`src/rtl/blast_pkg.sv`:
```
// Shared types and constants for the seed-expansion result path.
package blast_pkg;
    localparam int TH        = 200;
    localparam int SEED_BITS = 22;
    localparam int ADDR_W    = 32;
    localparam int LEN_W     = 16;

    // "end" is a keyword, hence the _addr field names.
    typedef struct packed {
        logic [ADDR_W-1:0] start_addr;
        logic [ADDR_W-1:0] end_addr;
        logic [LEN_W-1:0]  len;
    } hsp_t;

    typedef enum logic [1:0] {
        IDLE,
        HOLD,
        FLUSH
    } state_t;
endpackage

```
`src/rtl/hsp_fifo.sv`:
```
// First-word fall-through FIFO: head data is valid whenever the FIFO is not empty.
// A write into a full FIFO is ignored unless a read happens on the same edge.
module hsp_fifo #(
    parameter int DEPTH = 16,
    parameter int WIDTH = $bits(blast_pkg::hsp_t)
) (
    input  logic                     clk,
    input  logic                     rst,
    input  logic                     wr_en,
    input  logic [WIDTH-1:0]         wr_data,
    input  logic                     rd_en,
    output logic [WIDTH-1:0]         rd_data,
    output logic                     empty,
    output logic                     full,
    output logic [$clog2(DEPTH):0]   count
);
    localparam int AW = $clog2(DEPTH);

    logic [WIDTH-1:0] mem [DEPTH];
    logic [AW:0]      wr_ptr;
    logic [AW:0]      rd_ptr;
    logic             do_wr;
    logic             do_rd;

    // Pointers carry one extra bit so full and empty stay distinguishable.
    assign count   = wr_ptr - rd_ptr;
    assign empty   = (count == '0);
    assign full    = (count == (AW+1)'(DEPTH));
    assign do_rd   = rd_en & ~empty;
    assign do_wr   = wr_en & (~full | do_rd);
    assign rd_data = mem[rd_ptr[AW-1:0]];

    always_ff @(posedge clk or posedge rst) begin
        if (rst) begin
            wr_ptr <= '0;
            rd_ptr <= '0;
        end else begin
            if (do_wr) wr_ptr <= wr_ptr + (AW+1)'(1);
            if (do_rd) rd_ptr <= rd_ptr + (AW+1)'(1);
        end
    end

    always_ff @(posedge clk) begin
        if (do_wr) mem[wr_ptr[AW-1:0]] <= wr_data;
    end
endmodule

```
`src/rtl/hsp_collector.sv`:
```
// Captures extended hits on each stop edge, filters short ones, merges overlapping or
// adjacent hits into HSP records and queues them for the result writer.
module hsp_collector #(
    parameter int ADDR_W  = 32,
    parameter int MIN_LEN = 22,
    parameter int DEPTH   = 16,
    parameter int LEN_W   = 16
) (
    input  logic                     clk,
    input  logic                     rst,
    input  logic                     stop,
    input  logic [ADDR_W-1:0]        locationStart,
    input  logic [ADDR_W-1:0]        locationEnd,
    input  logic                     flush,
    output logic                     hit_valid,
    input  logic                     hit_ready,
    output logic [ADDR_W-1:0]        hit_start,
    output logic [ADDR_W-1:0]        hit_end,
    output logic [LEN_W-1:0]         hit_len,
    output logic [$clog2(DEPTH):0]   fifo_count,
    output logic                     overflow,
    output logic [15:0]              drop_count,
    output logic                     busy
);
    import blast_pkg::*;

    localparam int REC_W = 2*ADDR_W + LEN_W;

    state_t            state, nstate;
    logic              stop_d;
    logic [ADDR_W-1:0] pstart, pend;
    logic              pvalid;
    logic              ev, malformed, accept, merge;
    logic [ADDR_W-1:0] new_len, span;
    logic [LEN_W-1:0]  rec_len;
    logic              push, load, do_merge, pop, full, empty, drop_ovf;
    logic [REC_W-1:0]  head;
    logic [1:0]        drop_inc;
    logic [16:0]       drop_sum;

    assign ev        = stop & ~stop_d;
    assign malformed = locationEnd < locationStart;
    assign new_len   = locationEnd - locationStart + ADDR_W'(1);
    assign accept    = ev & ~malformed & (new_len >= ADDR_W'(MIN_LEN));
    // Extra bit keeps pend+1 from wrapping at the top of the address space.
    assign merge     = {1'b0, locationStart} <= ({1'b0, pend} + (ADDR_W+1)'(1));

    assign span    = pend - pstart + ADDR_W'(1);
    assign rec_len = (|span[ADDR_W-1:LEN_W]) ? '1 : span[LEN_W-1:0];

    always_comb begin
        nstate   = state;
        push     = 1'b0;
        load     = 1'b0;
        do_merge = 1'b0;
        case (state)
            IDLE: begin
                if (accept) begin
                    load   = 1'b1;
                    nstate = flush ? FLUSH : HOLD;
                end
            end
            HOLD: begin
                if (accept) begin
                    if (merge) begin
                        do_merge = 1'b1;
                    end else begin
                        push = 1'b1;
                        load = 1'b1;
                    end
                    nstate = flush ? FLUSH : HOLD;
                end else if (flush) begin
                    push   = 1'b1;
                    nstate = IDLE;
                end
            end
            FLUSH: begin
                // Pending is emptied by this push, so a new hit always reloads it.
                push = 1'b1;
                if (accept) begin
                    load   = 1'b1;
                    nstate = flush ? FLUSH : HOLD;
                end else begin
                    nstate = IDLE;
                end
            end
            default: nstate = IDLE;
        endcase
    end

    assign pop      = hit_valid & hit_ready;
    assign drop_ovf = push & full & ~pop;
    assign drop_inc = {1'b0, drop_ovf} + {1'b0, ev & malformed};
    assign drop_sum = {1'b0, drop_count} + 17'(drop_inc);

    always_ff @(posedge clk or posedge rst) begin
        if (rst) begin
            state      <= IDLE;
            stop_d     <= 1'b0;
            pstart     <= '0;
            pend       <= '0;
            pvalid     <= 1'b0;
            overflow   <= 1'b0;
            drop_count <= '0;
        end else begin
            state  <= nstate;
            stop_d <= stop;
            if (load) begin
                pstart <= locationStart;
                pend   <= locationEnd;
                pvalid <= 1'b1;
            end else if (do_merge) begin
                if (locationStart < pstart) pstart <= locationStart;
                if (locationEnd > pend)     pend   <= locationEnd;
            end else if (push) begin
                pvalid <= 1'b0;
            end
            if (drop_ovf) overflow <= 1'b1;
            drop_count <= drop_sum[16] ? 16'hFFFF : drop_sum[15:0];
        end
    end

    hsp_fifo #(
        .DEPTH (DEPTH),
        .WIDTH (REC_W)
    ) u_fifo (
        .clk     (clk),
        .rst     (rst),
        .wr_en   (push),
        .wr_data ({pstart, pend, rec_len}),
        .rd_en   (pop),
        .rd_data (head),
        .empty   (empty),
        .full    (full),
        .count   (fifo_count)
    );

    assign hit_valid = ~empty;
    assign hit_start = hit_valid ? head[REC_W-1 -: ADDR_W]       : '0;
    assign hit_end   = hit_valid ? head[LEN_W +: ADDR_W]         : '0;
    assign hit_len   = hit_valid ? head[LEN_W-1:0]               : '0;
    assign busy      = pvalid | (state == FLUSH);
endmodule

```
`config.mk`:
```
export PLATFORM = sky130hd
export DESIGN_NAME = hsp_collector
export DESIGN_NICKNAME = d
export VERILOG_FILES = /design/src/rtl/blast_pkg.sv /design/src/rtl/hsp_fifo.sv /design/src/rtl/hsp_collector.sv
export SDC_FILE = /design/constraint.sdc
export NUM_CORES = 2
export LEC_CHECK = 0
export ABC_AREA = 0
export BUFFER_PORTS_ARGS = -buffer_cell sky130_fd_sc_hd__buf_2
export CAP_MARGIN = 30
export CORE_UTILIZATION = 45
export DETAILED_ROUTE_END_ITERATION = 6
export PLACE_DENSITY = 0.65
export SLEW_MARGIN = 20
export SYNTH_ARGS = -nofsm -noshare
export SYNTH_HDL_FRONTEND = slang
export SYNTH_SLANG_ARGS = --single-unit
```
`constraint.sdc`:
```
create_clock -name clk -period 24.6 [get_ports clk]
set_input_delay 2.46 -clock clk [delete_from_list [all_inputs] [get_ports clk]]
set_output_delay 2.46 -clock clk [all_outputs]
set_load 0.005 [all_outputs]
```
==> results.md <==
Synth:
- Among all flip-flop cells after synthesis, the most frequent one is edfxtp_1.
- The total nets after synthesis is 3704.
- The most frequently used cell type in the post-synthesis netlist is edfxtp_1.
- A synthesized cell averages 18.1 µm².
- Sorting the synthesized cells by area gives the leading types as edfxtp_1 63%, mux4_2 15%, ha_1 4.8%.
- The number of different library cells used by synthesis comes to 96.
- Counting flops and latches in the post-synthesis netlist gives 1375.
- The top-area cell type share of the netlist area is 0.629.
- Counting flops with an async set or reset pin after synthesis yields a share of 0.0691.
- The share of the yosys chip area belonging to registers is 0.668.
- The number of enable-type register cells in the synthesized netlist is 1280.
- The count of mapped cells out of synthesis is 3382.
- The cell area after synthesis is 61100 µm².
- Sorting the synthesized cells by how often they occur yields 1280 x edfxtp_1, 400 x mux4_2, 234 x ha_1, 172 x inv_1, 124 x nor2b_1.
- The post-synthesis cell type with the largest combined area is edfxtp_1.
- During synthesis, Yosys emitted a total of 0 warnings.

STA:
- The shortest clock period the worst path allows after layout is 8670 ps.
- The least setup slack across all paths after layout is 15930 ps.
- Setup repair after global routing left no endpoint under its margin.
- The remaining max-slew budget at the tightest pin is 0.347.
- The total count of max-transition violations in the final report is 0.
- Setup violations remaining at the end of the flow were counted as 0.
- The transition at the pin with the smallest max-transition slack is 979 ps.
- The maximum achievable frequency is 115 MHz.
- Of the available clock period, the critical path in the final layout requires 0.353.
- The setup total negative slack is 0 ps.
- The number of endpoints with negative hold slack in the final report came to 0.
- Across all hold checks on the routed design, the worst slack comes to 494 ps.
- The worst clock skew on the final layout is 61.3 ps.

Route:
- The average vias per placed instance is 5.95.
- Before antenna repair, the detailed router went through 5 iterations.
- The first routing iteration left 3166 violations.
- The detailed-route DRC error count is 0.
- The overall via count from detail_route is 32800.
- The routed wirelength normalized by instance count is 27.6 µm.
- For this block, the routed nets add up to 153000 µm of wire.
- The remaining antenna violation count after routing is 0.

Clock tree:
- Buffers inserted during clock tree synthesis total 141.
- The number of gates resized after CTS is 0.
- The total number of clock tree sinks is 1375.
- The root buffer cell chosen for the clock tree is clkbuf_16.
- The clock tree from TritonCTS is built.
- The number of buffers inserted by hold repair at cts is 0.
- The clock reaches the later pin of the worst-skew pair after 750 ps.
- The total setup buffers inserted after CTS is 0.
- The number of buffers on the longest clock path is 3.
- After clock tree synthesis, the clock-pin slew on the worst setup and hold paths is 60 ps.
- The H-tree level count is 4.

Global routing:
- The initial antenna violation count is 17.
- The wire length of the first global-routing pass is 224000 µm.
- The number of global-route vias before repair was 33500.
- The overall routing resource usage is 0.224.
- The total overflow left after global routing is 0.
- Entering global routing, the biggest net connects 90 pins.

Worst setup path:
- The slack of the worst reg-to-reg path is 16390 ps.
- In this run the worst setup path begins at locationStart[1].
- The worst path arrival time is 9040 ps.
- The type of destination of the critical path is a register.
- The worst endpoint required time is 24960 ps.
- The largest fanout on the critical path is 36.
- The startpoint-to-endpoint class of the critical path is input port to register.
- Following the worst setup path forward leads to its endpoint at u_fifo.mem[2][58]$_DFFE_PP_.
- The number of cells on the worst reg-to-reg path is 20.
- The launch instance of the worst register-to-register path is pend[4]$_DFFE_PP0P_.
- STA classifies the critical path startpoint as an input port.
- The end of the worst register-to-register path is u_fifo.mem[2][58]$_DFFE_PP_.

Pwr:
- The analysis attributes to net switching a power of 2.82 mW.
- The cell leakage power is 22.7 nW.
- The design draws 8.19 mW.
- Of the total power, the share spent switching nets is 0.345.
- Across the VDD grid, the largest voltage drop is 0.000105 V.
- The proportion of power drawn by flip-flops and latches is 0.406.
- Of the total power, the clock network draws 0.255.
- The internal power contribution is 5.36 mW.
- The combinational share of power is 0.339.
- For this design the ratio of total power to cell area is 119 nW/µm².

Floorplanning:
- In this run the vertical extent of the chip is 370 µm.
- The placeable core area is 134000 µm².
- The top-level I/O count is 173.
- The die is 370 µm wide.
- In this run the core area contains 134 standard-cell rows.
- The floorplan step defined a die boundary enclosing 137000 µm².
- The initial utilization of the core area, before any placement, comes to 0.455.

Finish:
- In the final layout, the share of cells above drive strength 1 is 0.232.
- The signed area change from the synthesized netlist to the final layout is 12.8%.
- Measured on the finished design, the core utilization comes to 0.514.
- The net total in the final layout is 3953.

Run:
- The max-capacitance violation count is 0.

Placement:
- The global placement routability congestion is 0.919.
- Detailed placement ended at an HPWL of 97400 µm.
- The count of buffers from port buffering is 172.
- At the placement stage, the worst setup path has a slack of 15190 ps.

Worst hold path:
- The class of the worst hold path is register to register.

Run status:
- The flow ran to the end, and the final reports show no timing, DRC or antenna violations.
==> sequential cells by signal, summed over array words and instances, names as in the netlist <==
register and count:
u_fifo.mem 1280, state 2, pstart 32, stop_d 1, drop_count 16, pend 32, u_fifo.rd_ptr 5, u_fifo.wr_ptr 5
pvalid 1, overflow 1
==> metal layers <==
metal	track usage	part of all wire	wire length [µm]	vias to the layer above
li1	-	-	-	14100
met1	0.327	0.44	67000	17300
met2	0.355	0.48	72500	1155
met3	0.0285	0.061	9300	203
met4	0.0652	0.024	3610	4
met5	0	0.00016	25	-
==> area by class of cell <==
class / instances / area [µm²]
multi-input cells: 1710 / 19200
clock buffers: 180 / 3720
diodes: 5 / 12.5
inverters: 173 / 662
clock inverters: 76 / 805
well taps: 1768 / 2210
fillers: 10800 / 65200
repair buffers: 230 / 1410
flip-flops and latches: 1375 / 40800
==> cell usage in the layout, fill, tap and decap left out, types with 21 or more instances in the layout <==
cell and n:
nor2b_1 122, dfrtp_1 92, mux2i_1 50, ha_1 234, nor2_1 80, nand4_1 41, clkinv_1 36, a21o_1 40
xnor2_1 61, or3_1 21, buf_4 51, o21ai_0 71, clkbuf_1 37, inv_1 170, edfxtp_1 1280, nand2_1 89
a21oi_1 89, mux4_2 400, nand2b_1 35, nor3_1 29, buf_2 172, nand3_1 44, clkbuf_16 143
==> power groups by stage <==
stage	clock network (mW)	registers [mW]	logic [mW]
5_1_grt	2.21	3.35	3.01
3_5_place_dp	0	3.36	2.79
6_report	2.08	3.32	2.78
2_1_floorplan	0	3.14	1.90
4_1_cts	2.12	3.31	2.81
3_3_place_gp	0	3.35	2.79
==> worst max-delay path: stages <==
cell	delay, ps
buf_2	150
inv_1	80
ha_1	290
inv_1	50
ha_1	210
fa_1	460
a22o_1	260
and3_1	260
o21ai_1	210
and2_1	200
o211ai_1	150
a211oi_1	300
mux2_1	380
or4b_1	580
nor4_4	390
a211o_4	270
nand2_4	240
nor2_4	800
buf_4	550
buf_4	700
==> stage by stage <==
stage                     cells  area [µm²]
after floorplan            3382       61100
after detailed placement   5253       64300
after global routing       5515       68900
after global placement     5251       64200
after CTS                  5509       68800
final                      5517       68900
==> logic make-up after synthesis <==
logic type,after synthesis,synth area share
AO/OA/AOI/OAI,347,0.0378
XOR/XNOR,74,0.0106
adder cells (fa/ha/maj),253,0.0542
buffers and inverters,297,0.0188
flip-flops,1375,0.668
multiplexers,472,0.160
AND/OR/NAND/NOR,564,0.0505
==> worst min-delay path by stage <==
stage	start	end	slack (ps)	depth (start not counted)
6_report	u_fifo.rd_ptr[4]$_DFFE_PP0P_	u_fifo.rd_ptr[4]$_DFFE_PP0P_	490	1
5_1_grt	overflow$_DFFE_PP0P_	overflow$_DFFE_PP0P_	520	1
4_1_cts	u_fifo.rd_ptr[4]$_DFFE_PP0P_	u_fifo.rd_ptr[4]$_DFFE_PP0P_	500	1
3_5_place_dp	overflow$_DFFE_PP0P_	overflow$_DFFE_PP0P_	490	1
3_3_place_gp	u_fifo.rd_ptr[4]$_DFFE_PP0P_	u_fifo.rd_ptr[4]$_DFFE_PP0P_	480	1
2_1_floorplan	u_fifo.rd_ptr[4]$_DFFE_PP0P_	u_fifo.rd_ptr[4]$_DFFE_PP0P_	470	1
(Power assumes the default switching activity.)
